**src/rtl/vector_seq_control_unit.sv**
```systemverilog
// Control unit for the scalar/vector datapath: decodes an instruction into a registered
// control word and expands vector ops into per-lane beats with valid/ready on both sides.
module vector_seq_control_unit #(
    parameter int unsigned LANES        = 4,
    parameter int unsigned VALU_LANES   = 4,
    parameter int unsigned JUMP_BUBBLES = 2
) (
    input  logic                     clk_i,
    input  logic                     rst_ni,
    input  logic                     in_valid_i,
    output logic                     in_ready_o,
    input  logic [1:0]               instruction_type_i,
    input  logic [1:0]               func_i,
    input  logic                     imm_i,
    input  logic                     vector_i,
    output logic                     out_valid_o,
    input  logic                     out_ready_i,
    output logic [15:0]              ctrl_o,
    output logic [$clog2(LANES):0]   lane_idx_o,
    output logic                     lane_last_o,
    output logic                     illegal_o
);

    localparam int unsigned LW = $clog2(LANES) + 1;
    localparam int unsigned BW = (JUMP_BUBBLES > 1) ? $clog2(JUMP_BUBBLES + 1) : 1;

    localparam logic [LW-1:0] VmemLast = LW'(LANES - 1);
    localparam logic [LW-1:0] ValuLast = LW'(LANES - VALU_LANES);
    localparam logic [LW-1:0] ValuStep = LW'(VALU_LANES);
    localparam logic [LW-1:0] OneStep  = LW'(1);
    localparam logic [BW-1:0] BubLast  = (JUMP_BUBBLES > 0) ? BW'(JUMP_BUBBLES - 1) : '0;

    // Control word bit positions
    localparam int unsigned CJumpI     = 0;
    localparam int unsigned CJumpCI    = 1;
    localparam int unsigned CJumpCD    = 2;
    localparam int unsigned CMemToReg  = 3;
    localparam int unsigned CMemWrite  = 4;
    localparam int unsigned CImmSrc    = 5;
    localparam int unsigned CVectorOp  = 6;
    localparam int unsigned CAluSrc1   = 7;
    localparam int unsigned CAluSrc2   = 8;
    localparam int unsigned CRegVWrite = 9;
    localparam int unsigned CRegSWrite = 10;

    typedef enum logic [1:0] {
        StIdle,
        StBeat,
        StBubble
    } state_e;

    state_e          state_q, state_d;
    logic [15:0]     ctrl_q, ctrl_d;
    logic [LW-1:0]   lane_idx_q, lane_idx_d;
    logic [LW-1:0]   last_idx_q, last_idx_d;
    logic [LW-1:0]   step_q, step_d;
    logic            lane_last_q, lane_last_d;
    logic            illegal_q, illegal_d;
    logic [BW-1:0]   bub_q, bub_d;

    logic [15:0]     dec_ctrl;
    logic            dec_illegal;
    logic [LW-1:0]   dec_last;
    logic [LW-1:0]   dec_step;
    logic [LW-1:0]   lane_nxt;
    logic            jump_q;
    logic            accept;

    // Instruction decode
    always_comb begin
        dec_ctrl    = '0;
        dec_illegal = 1'b0;
        dec_last    = '0;
        dec_step    = OneStep;
        unique case (instruction_type_i)
            2'b00: begin
                if (func_i == 2'b00 && !imm_i) begin
                    dec_ctrl[CJumpCI] = 1'b1;
                    dec_ctrl[CImmSrc] = 1'b1;
                    dec_ctrl[12:11]   = 2'b11;
                end else if (func_i == 2'b00 && imm_i) begin
                    dec_ctrl[CJumpI] = 1'b1;
                end else if (func_i == 2'b01 && !imm_i) begin
                    dec_ctrl[CJumpCD] = 1'b1;
                    dec_ctrl[CImmSrc] = 1'b1;
                    dec_ctrl[12:11]   = 2'b11;
                end else begin
                    dec_illegal = 1'b1;
                end
            end
            2'b01: begin
                dec_ctrl[CImmSrc] = 1'b1;
                dec_ctrl[12:11]   = 2'b10;
                if (func_i == 2'b00) begin
                    dec_ctrl[CMemWrite] = 1'b1;
                end
                if (func_i == 2'b01) begin
                    dec_ctrl[CMemToReg] = 1'b1;
                    if (vector_i) begin
                        dec_ctrl[CRegVWrite] = 1'b1;
                    end else begin
                        dec_ctrl[CRegSWrite] = 1'b1;
                    end
                end
                if (vector_i) begin
                    dec_ctrl[CVectorOp] = 1'b1;
                    dec_ctrl[CAluSrc1]  = 1'b1;
                    dec_last            = VmemLast;
                end
            end
            2'b10: begin
                if (imm_i) begin
                    // Immediate ALU forms are always scalar; the vector flag is ignored.
                    dec_ctrl[CRegSWrite] = 1'b1;
                    dec_ctrl[CImmSrc]    = 1'b1;
                    dec_ctrl[12:11]      = 2'b10;
                    dec_ctrl[14:13]      = func_i;
                end else if (vector_i) begin
                    if (func_i != 2'b11) begin
                        dec_ctrl[CRegVWrite] = 1'b1;
                        dec_ctrl[CVectorOp]  = 1'b1;
                        dec_ctrl[CAluSrc1]   = 1'b1;
                        dec_ctrl[CAluSrc2]   = 1'b1;
                        dec_ctrl[12:11]      = 2'b01;
                        dec_ctrl[14:13]      = func_i;
                        dec_last             = ValuLast;
                        dec_step             = ValuStep;
                    end else begin
                        dec_illegal = 1'b1;
                    end
                end else if (!func_i[1]) begin
                    dec_ctrl[CRegSWrite] = 1'b1;
                    dec_ctrl[12:11]      = 2'b01;
                    dec_ctrl[14:13]      = func_i;
                end else begin
                    dec_illegal = 1'b1;
                end
            end
            default: begin
                dec_illegal = 1'b1;
            end
        endcase
    end

    assign jump_q = |ctrl_q[CJumpCD:CJumpI];

    // Sequencer: next state and handshake outputs
    always_comb begin
        state_d     = state_q;
        ctrl_d      = ctrl_q;
        lane_idx_d  = lane_idx_q;
        last_idx_d  = last_idx_q;
        step_d      = step_q;
        lane_last_d = lane_last_q;
        illegal_d   = 1'b0;
        bub_d       = bub_q;
        in_ready_o  = 1'b0;
        out_valid_o = 1'b0;
        accept      = 1'b0;
        lane_nxt    = lane_idx_q + step_q;

        unique case (state_q)
            StIdle: begin
                in_ready_o = 1'b1;
                accept     = in_valid_i;
            end
            StBeat: begin
                out_valid_o = 1'b1;
                in_ready_o  = out_ready_i && lane_last_q && !jump_q;
                if (out_ready_i) begin
                    if (!lane_last_q) begin
                        lane_idx_d  = lane_nxt;
                        lane_last_d = (lane_nxt == last_idx_q);
                    end else if (jump_q && JUMP_BUBBLES > 0) begin
                        state_d = StBubble;
                        bub_d   = '0;
                    end else if (in_valid_i && !jump_q) begin
                        accept = 1'b1;
                    end else begin
                        state_d = StIdle;
                    end
                end
            end
            StBubble: begin
                if (bub_q == BubLast) begin
                    state_d = StIdle;
                end else begin
                    bub_d = bub_q + BW'(1);
                end
            end
            default: begin
                state_d = StIdle;
            end
        endcase

        if (accept) begin
            state_d     = StBeat;
            ctrl_d      = dec_ctrl;
            lane_idx_d  = '0;
            last_idx_d  = dec_last;
            step_d      = dec_step;
            lane_last_d = (dec_last == '0);
            illegal_d   = dec_illegal;
        end
    end

    always_ff @(posedge clk_i or negedge rst_ni) begin
        if (!rst_ni) begin
            state_q     <= StIdle;
            ctrl_q      <= '0;
            lane_idx_q  <= '0;
            last_idx_q  <= '0;
            step_q      <= OneStep;
            lane_last_q <= 1'b0;
            illegal_q   <= 1'b0;
            bub_q       <= '0;
        end else begin
            state_q     <= state_d;
            ctrl_q      <= ctrl_d;
            lane_idx_q  <= lane_idx_d;
            last_idx_q  <= last_idx_d;
            step_q      <= step_d;
            lane_last_q <= lane_last_d;
            illegal_q   <= illegal_d;
            bub_q       <= bub_d;
        end
    end

    assign ctrl_o      = ctrl_q;
    assign lane_idx_o  = lane_idx_q;
    assign lane_last_o = lane_last_q;
    assign illegal_o   = illegal_q;

endmodule

```
**config.mk**
```make
export PLATFORM = sky130hd
export DESIGN_NAME = vector_seq_control_unit
export DESIGN_NICKNAME = d
export VERILOG_FILES = /design/src/rtl/vector_seq_control_unit.sv
export SDC_FILE = /design/constraint.sdc
export NUM_CORES = 1
export LEC_CHECK = 0
export CAP_MARGIN = 20
export CORE_ASPECT_RATIO = 0.75
export CORE_MARGIN = 8
export CORE_UTILIZATION = 56
export DETAILED_ROUTE_END_ITERATION = 8
export DONT_BUFFER_PORTS = 1
export PLACE_DENSITY = 0.7
export SYNTH_ARGS = -nofsm -noshare
export SYNTH_HDL_FRONTEND = slang
export SYNTH_SLANG_ARGS = --single-unit
export TNS_END_PERCENT = 100
```
**constraint.sdc**
```tcl
create_clock -name clk_i -period 1.6 [get_ports clk_i]
set_input_delay 0.24 -clock clk_i [delete_from_list [all_inputs] [get_ports clk_i]]
set_output_delay 0.24 -clock clk_i [all_outputs]
set_load 0.005 [all_outputs]
```
Word-level counts from Yosys, hierarchy flattened

Index checks and enable logic that the tools add are counted.

Shift-type cells: 0
Multipliers: 0
Add/sub/neg operators: 2
Equality and inequality tests: 18
Bitwise gates (word level): 0
Magnitude comparators: 0
Muxes and demuxes: 75
Reductions and logical operators: 20
Div/mod/pow operators: 0

Operators by type and width:

| cell                  | count |
|---|---|
| $mux W2               | 19 |
| $mux W1               | 31 |
| $mux W3               | 9 |
| $mux W4               | 6 |
| $ne A2 B2 Y1 const B  | 6 |
| $pmux W2 S2           | 3 |
| $pmux W2 S3           | 2 |
| $reduce_and A5 Y1     | 2 |
| $ne A3 B3 Y1 const B  | 3 |
| $eq A2 B1 Y1 const B  | 4 |
| $logic_and A1 B1 Y1   | 6 |
| $logic_not A2 Y1      | 3 |
| $pmux W1 S3           | 2 |
| $reduce_bool A2 Y1    | 3 |
| $mux W5               | 1 |
| $eq A2 B2 Y1 const B  | 2 |
| $ne A4 B4 Y1 const B  | 1 |
| $pmux W1 S2           | 2 |
| $add A3 B3 Y3         | 1 |
| $eq A3 B3 Y1          | 1 |
| $logic_not A3 Y1      | 1 |
| $reduce_and A3 Y1     | 1 |
| $reduce_or A3 Y1      | 1 |
| $add A2 B1 Y2 const B | 1 |
| other kinds (3)       | 4 |

Bits in latches: 0
Bits in read-only memories: 0
Register bits after elaboration: 30
Memories kept: 0
Logic and storage cells: 123
Memory bits (writable): 0
Output and inout port bits: 23
Bits of input ports: 10

Longest topological paths before layout

Word-level depth: 10
Gate-level depth with buffers: 6

Least setup slack after synthesis

No wires, ideal clock.

Kind: reg-to-reg
From: reg ctrl_q[1], in the netlist ctrl_o[1]
To: reg ctrl_q[11], in the netlist ctrl_o[11]
Arrival time: 1.601 ns
Setup slack: -0.126 ns
Required time: 1.475 ns
Buffers on the path: 2
Stages on the path, launching flop included: 6
Period minus slack after synthesis: 1.726 ns
Path through: dfrtp_1 -> or3_1 -> buf_6 -> o21ai_4 -> buf_12 -> mux2_4

Word-level cells in the longest chain between the ends: 8

RTL lines:

| item                   | RTL line | source |
|---|---|---|
| start, declared        | 53       | `logic [15:0] ctrl_q, ctrl_d;` |
| start signal, assigned | 219      | `ctrl_q <= ctrl_d;` |
| $reduce_or A3 Y1 *     | 145      | `assign jump_q = \|ctrl_q[CJumpCD:CJumpI];` |
| $logic_not A1 Y1       | 177      | `end else if (in_valid_i && !jump_q) begin` |
| $logic_and A1 B1 Y1    | 177      |  |
| $mux W1                | 177      |  |
| $mux W1 *              | 174      | `end else if (jump_q && JUMP_BUBBLES > 0) begin` |
| $mux W1 *              | 171      | `if (!lane_last_q) begin` |
| $mux W1 *              | 170      | `if (out_ready_i) begin` |
| $pmux W1 S2 *          | 162      | `unique case (state_q)` |

Mark *: on every way between the ends. The rest lies on a longest branch, timed or not.
A chain may end at the register's enable or synchronous reset.

Worst setup path after layout

From: reg step_q[0]
To: reg lane_last_q, in the netlist lane_last_o

Word-level cells in the longest chain between the ends: 6

RTL lines:

| item                   | RTL line | source |
|---|---|---|
| start, declared        | 56       | `logic [LW-1:0] step_q, step_d;` |
| start signal, assigned | 213      | `step_q <= OneStep;` |
| start signal, assigned | 222      | `step_q <= step_d;` |
| $add A3 B3 Y3          | 160      | `lane_nxt = lane_idx_q + step_q;` |
| $eq A3 B3 Y1           | 173      | `lane_last_d = (lane_nxt == last_idx_q);` |
| $mux W1                | 171      |  |
| $mux W1                | 170      |  |
| $mux W1                | 162      |  |
| $mux W1                | 196      | `if (accept) begin` |
| end signal, assigned   | 223      | `lane_last_q <= lane_last_d;` |
| end, declared          | 57       | `logic lane_last_q, lane_last_d;` |

No other way between the ends. The select of a mux whose other input is x is not followed.

==> results.sh <==
export IMPL_status="finished, violations left"
export IMPL_violations="setup timing"
export IMPL_final_nets=159
export IMPL_critPathLaunchType="flop"
export IMPL_postPlaceCellArea_sq_um=1533
export IMPL_clockBufferDepth=2
export IMPL_regArea_sq_um=601.8
export IMPL_antenna_found_initial=0
export IMPL_routed_wirelength_mm=3.222
export IMPL_die_h_um=59.82
export IMPL_skew_ns=0.009860
export IMPL_synth_cell_types=44
export IMPL_max_stage_delay_ns=0.58
export IMPL_clock_latency_ns=0.32
export IMPL_final_core_util_pct=68.50
export IMPL_synth_top_area_share_pct=40.14
export IMPL_die_area_sq_um=4452
export IMPL_syn_inst=131
export IMPL_rsz0062_at_grt="yes"
export IMPL_synthesis_nets=148
export IMPL_crit_top_cell="ha_4"
export IMPL_ir_drop_mv=0.7681
export IMPL_pre_cts_ws_ns=-0.07006
export IMPL_path_class="reg -> reg"
export IMPL_power_uw=2218
export IMPL_grt_max_degree=25
export IMPL_cts_tree="built"
export IMPL_yosysMostFrequentCell="dfrtp_1"
export IMPL_cts_made_buffers=3
export IMPL_syn_area_sq_um=1434
export IMPL_yosys_area_top_type="dfrtp_1"
export IMPL_syn_avg_cell_area_sq_um=10.95
export IMPL_port_buffers=0
export IMPL_yosysWarningCount=0
export IMPL_worst_path_dominant_cell_family="flip-flops"
export IMPL_power_density_nw_per_um2=1284
export IMPL_track_usage_pct=14.73
export IMPL_async_reset_ff_share_pct=100.0
export IMPL_finalHoldViolCount=0
export IMPL_grtUsageMet2_pct=23.30
export IMPL_max_freq_mhz=592.3
export IMPL_min_period_ns=1.688
export IMPL_crit_arrival_ns=1.95
export IMPL_drive_gt1_share_pct=34.75
export IMPL_core_rowCount=16
export IMPL_end_kind="flop"
export IMPL_finalInstanceArea_sq_um=1728
export IMPL_insertedDiodeCount=0
export IMPL_cp_slowest_cell="dfstp_2"
export IMPL_synth_seq_cells=24
export IMPL_cts_sinks=24
export IMPL_core_sq_um=2522
export IMPL_hpwl_mm=2.312
export IMPL_postRouteAntennaNets=0
export IMPL_ctsRootBufferMaster="clkbuf_4"
export IMPL_path_cells="ha_4 > ha_4 > or3_4 > a211oi_2 > a2bb2oi_1"
export IMPL_initial_core_util_pct=56.85
export IMPL_overflow=0
export IMPL_cts_max_level=1
export IMPL_synth_flop_cell="dfrtp_1"
export IMPL_slew_violations=0
export IMPL_dr_first_iter_drc_count=70
export IMPL_hold_class="in -> reg"
export IMPL_via_per_inst=5.797
export IMPL_cts_clk_slew_worst_paths_ns=0.13
export IMPL_fillCellCount=202
export IMPL_setup_violations=1
export IMPL_maxCapViolCount=0
export IMPL_gp_congestion=0.8810
export IMPL_grt_pass1_vias=1003
export IMPL_via_count=1026
export IMPL_drtPass1Iterations=4
export IMPL_synth_edf_count=0
export IMPL_busiest_layer="met2"
export IMPL_die_x_um=74.43
export IMPL_area_growth_syn_to_layout_pct=20.51
export IMPL_fin_crit_sh_pct=105.5
export IMPL_synth_area_top_cells="dfrtp_1, mux2_2, ha_1"
export IMPL_layout_setup_ws_ns=-0.08836
export IMPL_synth_common_cells="dfrtp_1, a21oi_1, mux2_2"
export IMPL_synth_seq_area_share_pct=41.97
export IMPL_cp_num_buf_inv=0
export IMPL_route_detailed_drc=0
export IMPL_use_met1_pct=18.06
export IMPL_pin_count=33
export IMPL_use_met3_pct=5.863
export IMPL_worstPathRequired_ns=1.86
export IMPL_critPathMaxFanout=2
export IMPL_wl_per_cell_um=18.20
export IMPL_p_leak_uw=0.0007961
export IMPL_grt_pass1_wl_mm=4.912
export IMPL_multi_input_area_sq_um=837.1
## cell usage in the layout, fill, tap and decap left out, types with 2 or more instances in the layout
cell      Yosys  final
dfrtp_1      23     23
nand2_1       6      6
nand3b_1      2      2
clkbuf_4      0      3
a21oi_1       8      7
o211ai_1      4      4
buf_6         1      4
and2_1        3      3
nor2b_1       3      3
mux2i_1       4      4
ha_4          0      2
mux2_4        4     10
nor4_1        2      2
mux2_2        8      2
buf_4         4     11
inv_1         7      7
nand4b_1      2      2
or3_4         0      2
o31ai_2       0      2
nor2_1        7      7
ha_1          7      5
nand2b_1      2      2
## layer usage
metal | wire length [um] | share of wire (%) | up-vias
met1 | 1419 | 44 | 491
li1 | - | - | 486
met2 | 1445 | 45 | 42
met4 | 57 | 1.8 | 0
met5 | 0 | 0 | -
met3 | 299 | 9.3 | 7
## report_power, final
group	leakage (uW)	switching (uW)	internal, uW
clock	0.0000279	184	254
combinational	0.000449	428	510
sequential	0.000319	110	733
total	0.000796	722	1500
## worst reg2reg max path: cells and delay by family (launching register included)
| kind | cells | cell delay [ns] |
|---|---|---|
| DFF | 1 | 0.58 |
| AOI/OAI and AO/OA | 2 | 0.36 |
| and+or+nand+nor | 1 | 0.36 |
| adders and majority gates | 2 | 0.34 |
## registers in the layout (all words and copies together), names as in the netlist
register	count
bub_q	2
ctrl_o	13
illegal_o	1
lane_idx_o	3
lane_last_o	1
last_idx_q	1
state_q	2
step_q	1
## cells by family (layout without fill, tap and decap cells)
family / count (synthesis) / in the layout / share of synthesized area [%]
compound gates: 26 / 26 / 13.61
other cells: 1 / 1 / 0.2615
xor+xnor: 1 / 1 / 1.658
flops: 24 / 24 / 41.97
buf+inv: 18 / 28 / 7.504
mux: 16 / 16 / 13.26
simple gates: 38 / 38 / 15.62
fa+ha+maj: 7 / 7 / 6.108
## through the flow
step	setup TNS, ns	std cells	hold WS (ns)
floorplan	-0.4792	131	-0.05559
global placement	-0.008907	170	-0.05491
detailed placement	-0.3479	170	-0.05484
CTS	-0.1259	175	0.08172
global route	-0.3064	177	0.06777
finish	-0.08836	177	0.09295
## final timing paths
check	start	to	slack, ns	depth (start not counted)
setup / recovery	step_q[0]$_DFFE_PN1P_	lane_last_o$_DFFE_PN0P_	-0.09	5
hold / removal	func_i[1]	ctrl_o[14]$_DFFE_PN0P_	0.09	2
setup reg to reg	step_q[0]$_DFFE_PN1P_	lane_last_o$_DFFE_PN0P_	-0.09	5
hold reg to reg	step_q[0]$_DFFE_PN1P_	step_q[0]$_DFFE_PN1P_	0.52	2
max in group asynchronous	rst_ni	step_q[0]$_DFFE_PN1P_	0.89	2
min in group asynchronous	rst_ni	ctrl_o[11]$_DFFE_PN0P_	0.23	1
## final cells by class
class,count,area share [%]
clock buffer,3,1.303
clock inverter,1,1.738
inverter,7,1.521
multi-input combinational,89,48.44
sequential,24,34.83
tap,36,2.607
timing repair buffer,17,9.558
## repair_timing
action / CTS / global route
hold buffers: 1 / 0
pin swaps: 1 / 6
resized for setup: 5 / 16
setup endpoints to repair: 17 / 13
setup buffers: 0 / 1
gates cloned: 0 / 0
endpoints found under the hold margin: 24 / 0
Note: power is estimated with default switching activity, not from simulation.
